`config.mk`:
```
export PLATFORM = sky130hd
export DESIGN_NAME = vx_dcr_arb
export DESIGN_NICKNAME = d
export VERILOG_FILES = /design/src/rtl/vx_dcr_arb.sv
export SDC_FILE = /design/constraint.sdc
export NUM_CORES = 1
export LEC_CHECK = 0
export ABC_AREA = 1
export BUFFER_PORTS_ARGS = -buffer_cell sky130_fd_sc_hd__buf_2
export CAP_MARGIN = 40
export CORE_MARGIN = 5
export CORE_UTILIZATION = 47
export DETAILED_ROUTE_END_ITERATION = 7
export PLACE_DENSITY = 0.88
export SLEW_MARGIN = 20
export SYNTH_ARGS = -nofsm -noshare
export SYNTH_HDL_FRONTEND = slang
export SYNTH_SLANG_ARGS = --single-unit
```
`constraint.sdc`:
```
create_clock -name clk -period 4.4 [get_ports clk]
set_clock_uncertainty 0.15 [all_clocks]
set_input_delay 0.22 -clock clk [delete_from_list [all_inputs] [get_ports clk]]
set_output_delay 0.22 -clock clk [all_outputs]
set_load 0.01 [all_outputs]
```
`src/rtl/vx_dcr_arb.sv`:
```
// Round-robin arbiter merging several DCR write sources onto one registered
// write bus, with atomic multi-beat bursts and a lock watchdog.
`ifndef VX_DCR_ADDR_WIDTH
`define VX_DCR_ADDR_WIDTH 12
`endif

module vx_dcr_arb #(
  parameter int NUM_REQS     = 4,
  parameter int ADDR_WIDTH   = `VX_DCR_ADDR_WIDTH,
  parameter int DATA_WIDTH   = 32,
  parameter int LOCK_TIMEOUT = 16
) (
  input  logic                             clk,
  input  logic                             reset,
  input  logic [NUM_REQS-1:0]              req_valid,
  input  logic [NUM_REQS*ADDR_WIDTH-1:0]   req_addr,
  input  logic [NUM_REQS*DATA_WIDTH-1:0]   req_data,
  input  logic [NUM_REQS-1:0]              req_last,
  output logic [NUM_REQS-1:0]              req_ready,
  output logic                             dcr_write_valid,
  output logic [ADDR_WIDTH-1:0]            dcr_write_addr,
  output logic [DATA_WIDTH-1:0]            dcr_write_data,
  output logic [$clog2(NUM_REQS)-1:0]      grant_id,
  output logic                             locked,
  output logic                             timeout_err
);

  localparam int IW = $clog2(NUM_REQS);
  localparam int CW = $clog2(LOCK_TIMEOUT) + 1;
  localparam logic [CW-1:0] CNT_LAST = CW'(LOCK_TIMEOUT - 1);
  localparam logic [CW-1:0] CNT_MAX  = {CW{1'b1}};

  localparam logic [0:0] ST_IDLE   = 1'b0;
  localparam logic [0:0] ST_LOCKED = 1'b1;

  logic [0:0]    state_r;
  logic [IW-1:0] ptr_r;
  logic [IW-1:0] owner_r;
  logic [CW-1:0] cnt_r;

  logic          rr_found_s;
  logic [IW-1:0] rr_idx_s;
  logic          acc_valid_s;
  logic [IW-1:0] acc_idx_s;
  logic          acc_last_s;

  function automatic logic [IW-1:0] wrap_inc(input logic [IW-1:0] v);
    if (v == IW'(NUM_REQS - 1)) begin
      return '0;
    end else begin
      return v + IW'(1);
    end
  endfunction

  // First valid source at or after the priority pointer, wrapping upward.
  always_comb begin
    rr_found_s = 1'b0;
    rr_idx_s   = '0;
    for (int i = 0; i < NUM_REQS; i++) begin
      int idx;
      idx = int'(ptr_r) + i;
      if (idx >= NUM_REQS) begin
        idx = idx - NUM_REQS;
      end else begin
        idx = idx;
      end
      if (!rr_found_s && req_valid[idx]) begin
        rr_found_s = 1'b1;
        rr_idx_s   = IW'(idx);
      end else begin
        rr_found_s = rr_found_s;
      end
    end
  end

  // Accept selection: a locked owner excludes every other source.
  always_comb begin
    acc_valid_s = 1'b0;
    acc_idx_s   = '0;
    req_ready   = '0;
    if (state_r == ST_LOCKED) begin
      acc_valid_s = req_valid[owner_r];
      acc_idx_s   = owner_r;
    end else begin
      acc_valid_s = rr_found_s;
      acc_idx_s   = rr_idx_s;
    end
    if (acc_valid_s) begin
      req_ready = {{(NUM_REQS-1){1'b0}}, 1'b1} << acc_idx_s;
    end else begin
      req_ready = '0;
    end
    acc_last_s = req_last[acc_idx_s];
  end

  // Arbitration FSM, priority pointer and lock watchdog.
  always_ff @(posedge clk or negedge reset) begin
    if (!reset) begin
      state_r     <= ST_IDLE;
      ptr_r       <= '0;
      owner_r     <= '0;
      cnt_r       <= '0;
      timeout_err <= 1'b0;
    end else begin
      timeout_err <= 1'b0;
      case (state_r)
        ST_IDLE: begin
          if (acc_valid_s) begin
            if (acc_last_s) begin
              ptr_r <= wrap_inc(acc_idx_s);
            end else begin
              state_r <= ST_LOCKED;
              owner_r <= acc_idx_s;
              cnt_r   <= '0;
            end
          end
        end
        ST_LOCKED: begin
          if (acc_valid_s) begin
            if (acc_last_s) begin
              state_r <= ST_IDLE;
              ptr_r   <= wrap_inc(owner_r);
            end else begin
              cnt_r <= '0;
            end
          end else if (cnt_r >= CNT_LAST) begin
            // Owner went quiet for too long: force release.
            state_r     <= ST_IDLE;
            ptr_r       <= wrap_inc(owner_r);
            timeout_err <= 1'b1;
          end else if (cnt_r != CNT_MAX) begin
            cnt_r <= cnt_r + CW'(1);
          end
        end
        default: begin
          state_r <= ST_IDLE;
        end
      endcase
    end
  end

  // Registered bus stage; address/data/id hold while no beat is accepted.
  always_ff @(posedge clk or negedge reset) begin
    if (!reset) begin
      dcr_write_valid <= 1'b0;
      dcr_write_addr  <= '0;
      dcr_write_data  <= '0;
      grant_id        <= '0;
    end else begin
      dcr_write_valid <= acc_valid_s;
      if (acc_valid_s) begin
        dcr_write_addr <= req_addr[acc_idx_s*ADDR_WIDTH +: ADDR_WIDTH];
        dcr_write_data <= req_data[acc_idx_s*DATA_WIDTH +: DATA_WIDTH];
        grant_id       <= acc_idx_s;
      end
    end
  end

  assign locked = (state_r == ST_LOCKED);

endmodule

```
==> flow_metrics.tcl <==
set metrics [dict create \
    min_period_ps 3590 \
    netSwitchingFraction_pct 53.0 \
    cp.arrival_ps 3220 \
    start_kind "register" \
    hold_ws_ps 29.6 \
    synth_area_um2 3850 \
    crit_chain "inv_4 > nand2_1 > nand2_1 > nand2_1 > nand2_2 > nor2_4 > nand3_2 > nand2_1 > nand2_1 > nand3_2 > nand2_4 > inv_6 > ha_1 > inv_1 > nor2_1 > buf_2" \
    p_clk_share_pct 10.7 \
    postRouteAntennaNets 0 \
    crit_path_end_kind "output port" \
    post-route-period-util_pct 81.5 \
    boundaryPins 239 \
    rsz0062_at_grt "false" \
    drive_above_1_share_pct 35.4 \
    crit_fanout 91 \
    pwr-share-seq_pct 19.9 \
    crit_top_cell "nand2_1" \
    dr.first_iter.drc_count 252 \
    max_cap_viol_count 0 \
    die_area_um2 10100 \
    holdPathStages 3 \
    synth_cell_types 28 \
    fmax_ghz 0.279 \
    stdcell_area_um2 5230 \
    p_int_mw 2.38 \
    p_leak_nw 2.66 \
    final_core_util_pct 64.6 \
    synth_cells 555 \
    ys_seq_area_share_pct 37.7 \
    place_congestion 0.946 \
    whs_endpoint "dcr_write_addr[1]$_DFFE_PN0P_" \
    drtPass1Iterations 5 \
    reg2regPathDepth 18 \
    post_dp_cell_area_um2 5000 \
    wl_mm 13.4 \
    hold_path_class "input pin to register" \
    gr-total-overflow 0 \
    worstSetupPathType "register to output port" \
    nets 967 \
    fillCellCount 731 \
    cts_setup_buffers 0 \
    hpwl_mm 10.0 \
    instances_no_fill 882 \
    cts_made_buffers 9 \
    rrSetupSlack_ps 1010 \
    syn_to_final_growth_pct 35.6 \
    worstSkewPairLatency_ps 330 \
    post_cts_resized 0 \
    drv_slew 0 \
    grt_pass1_wl_mm 21.3 \
    die_w_um 101 \
    reg2reg_to "ptr_r[0]$_DFFE_PN0P_" \
    wire_per_inst_um 15.2 \
    setup_viol 0 \
    switching_power_mw 2.68 \
    critical_path_required_ps 4030 \
    row_count 33 \
    cts-hold-fix-buffers 1 \
    r2r_start "ptr_r[0]$_DFFE_PN0P_" \
    h-tree-depth 3 \
    clock_sinks 58 \
    die_h_um 101 \
    setup_tns_ps 0 \
    hp-start "req_addr[37]" \
    status "finished clean" \
    critPathMaxStageDelay_ps 570 \
    diodes 0 \
    ys_ff_latch 58 \
    grt_pass1_vias 4660 \
    maxSlewHeadroom_pct 47.4 \
    antenna_found_initial 0 \
    dp.cells 866 \
    power_frac_comb_pct 69.3 \
    vias 4775 \
    vdd_drop_max_mv 0.464 \
    finalHoldViolations 0 \
    power_density_nw_per_um2 968 \
    coreArea_um2 8090 \
    syn_area_per_cell_um2 6.94 \
    grt_max_degree 92 \
    viasPerCell 5.41 \
    yosysWarnings 0 \
    timing_worst_slew_pin_value_ps 787 \
    clockBufferDepth 2 \
    portBuffers 238 \
    start_util_pct 47.6 \
    clock-root-buffer "clkbuf_8" \
    slowest_stage "inv_6" \
    grt_use_total_pct 26.1 \
    cts_tree "yes" \
    clk_pin_slew_worst_paths_ps 70 \
    synthesis.nets 749 \
    drcViolationCount 0 \
]
power groups by stage:
stage               registers, mW  logic [mW]  clock network [mW]
floorplan                    1.10        2.65                   0
detailed placement           1.01        3.52                   0
CTS                          1.00        3.52               0.555
global placement             1.01        3.35                   0
global route                 1.04        3.95               0.584
finish                       1.01        3.51               0.544
state kept, by name (all words and copies together), names as in the netlist:
| register | flops |
|---|---|
| cnt_r | 5 |
| dcr_write_addr | 12 |
| dcr_write_data | 32 |
| dcr_write_valid | 1 |
| grant_id | 2 |
| locked | 1 |
| owner_r | 2 |
| ptr_r | 2 |
| timeout_err | 1 |
cell families after synthesis:
group	after synthesis	synth area share [%]
compound gates	150	22.6
xor+xnor	2	0.455
fa+ha+maj	8	2.60
buf+inv	56	7.76
flops	58	37.7
simple gates	281	28.9
worst max-delay path by stage:
stage                          from              endpoint  slack [ps]
2_1_floorplan  ptr_r[0]$_DFFE_PN0P_          req_ready[3]        2050
4_1_cts        ptr_r[0]$_DFFE_PN0P_          req_ready[1]         790
3_5_place_dp   ptr_r[0]$_DFFE_PN0P_  ptr_r[0]$_DFFE_PN0P_        1080
5_1_grt        ptr_r[0]$_DFFE_PN0P_          req_ready[1]         490
3_3_place_gp   ptr_r[0]$_DFFE_PN0P_  ptr_r[0]$_DFFE_PN0P_        1280
6_report       ptr_r[0]$_DFFE_PN0P_          req_ready[1]         810
layout make-up:
type / instances / area [um2] / area share (%)
Multi-Input combinational cell: 441 / 2110 / 40.3
Sequential cell: 58 / 1450 / 27.8
Timing Repair Buffer: 244 / 1240 / 23.7
Clock buffer: 10 / 138 / 2.63
Tap cell: 105 / 131 / 2.51
Clock inverter: 5 / 78.8 / 1.51
Inverter: 19 / 78.8 / 1.51
per-layer routing:
metal	share of wire [%]	global-route usage, %	up-vias	routed length [um]
li1	-	-	2306	-
met1	39	31.6	2186	5280
met2	49	43.6	243	6570
met3	8.5	6.37	40	1140
met4	3.3	11.8	0	437
met5	0	0	-	0
worst max-delay path, delay by kind of cell (launching register included):
kind	cells	cell delay, ps
adder cells (fa/ha/maj)	1	250
buffers and inverters	4	860
AND/OR/NAND/NOR	11	1230
flip-flops	1	550
layout by cell type, fill, tap and decap left out, types with 2 or more instances in the layout:
master	instances
a31oi_1	24
buf_2	238
buf_4	5
bufinv_16	2
clkbuf_8	10
clkinv_2	2
dfrtp_1	58
ha_1	8
inv_1	14
inv_2	3
nand2_1	80
nand2_2	4
nand3_1	14
nand3_2	2
nor2_1	176
nor2_2	2
o21ai_0	46
o21ai_1	55
o221ai_1	20
o22ai_1	2
stage by stage:
stage	total power, mW	setup slack (ps)
3_5_place_dp	4.52	1080
6_report	5.06	814
3_3_place_gp	4.36	1280
2_1_floorplan	3.74	2050
5_1_grt	5.58	487
4_1_cts	5.08	794
Yosys cell counts:
master    count  share of area (%)
o21ai_0      46                6.0
xor2_1        1               0.23
o21ai_1      55                7.1
ha_1          8                2.6
inv_2         3               0.29
inv_4         1               0.16
a221oi_1      1               0.23
o21ai_2       1               0.23
nor2_4        1               0.29
xnor2_1       1               0.23
dfrtp_1      58                 38
nand3_2       2               0.52
o221ai_1     20                4.5
nor2_2        2               0.32
a31oi_1      24                3.9
buf_2        17                2.2
inv_1        14                1.4
nor2_1      176                 17
o21bai_2      1               0.29
o22ai_1       2               0.32
inv_6         1               0.23
clkbuf_1     11                1.1
nand3_1      14                1.8
buf_6         7                2.0
nand2_1      80                7.8
buf_4         2               0.39
nand3b_1      1               0.19
nand2_2       5               0.81
Note: power is estimated with default switching activity, not from simulation.
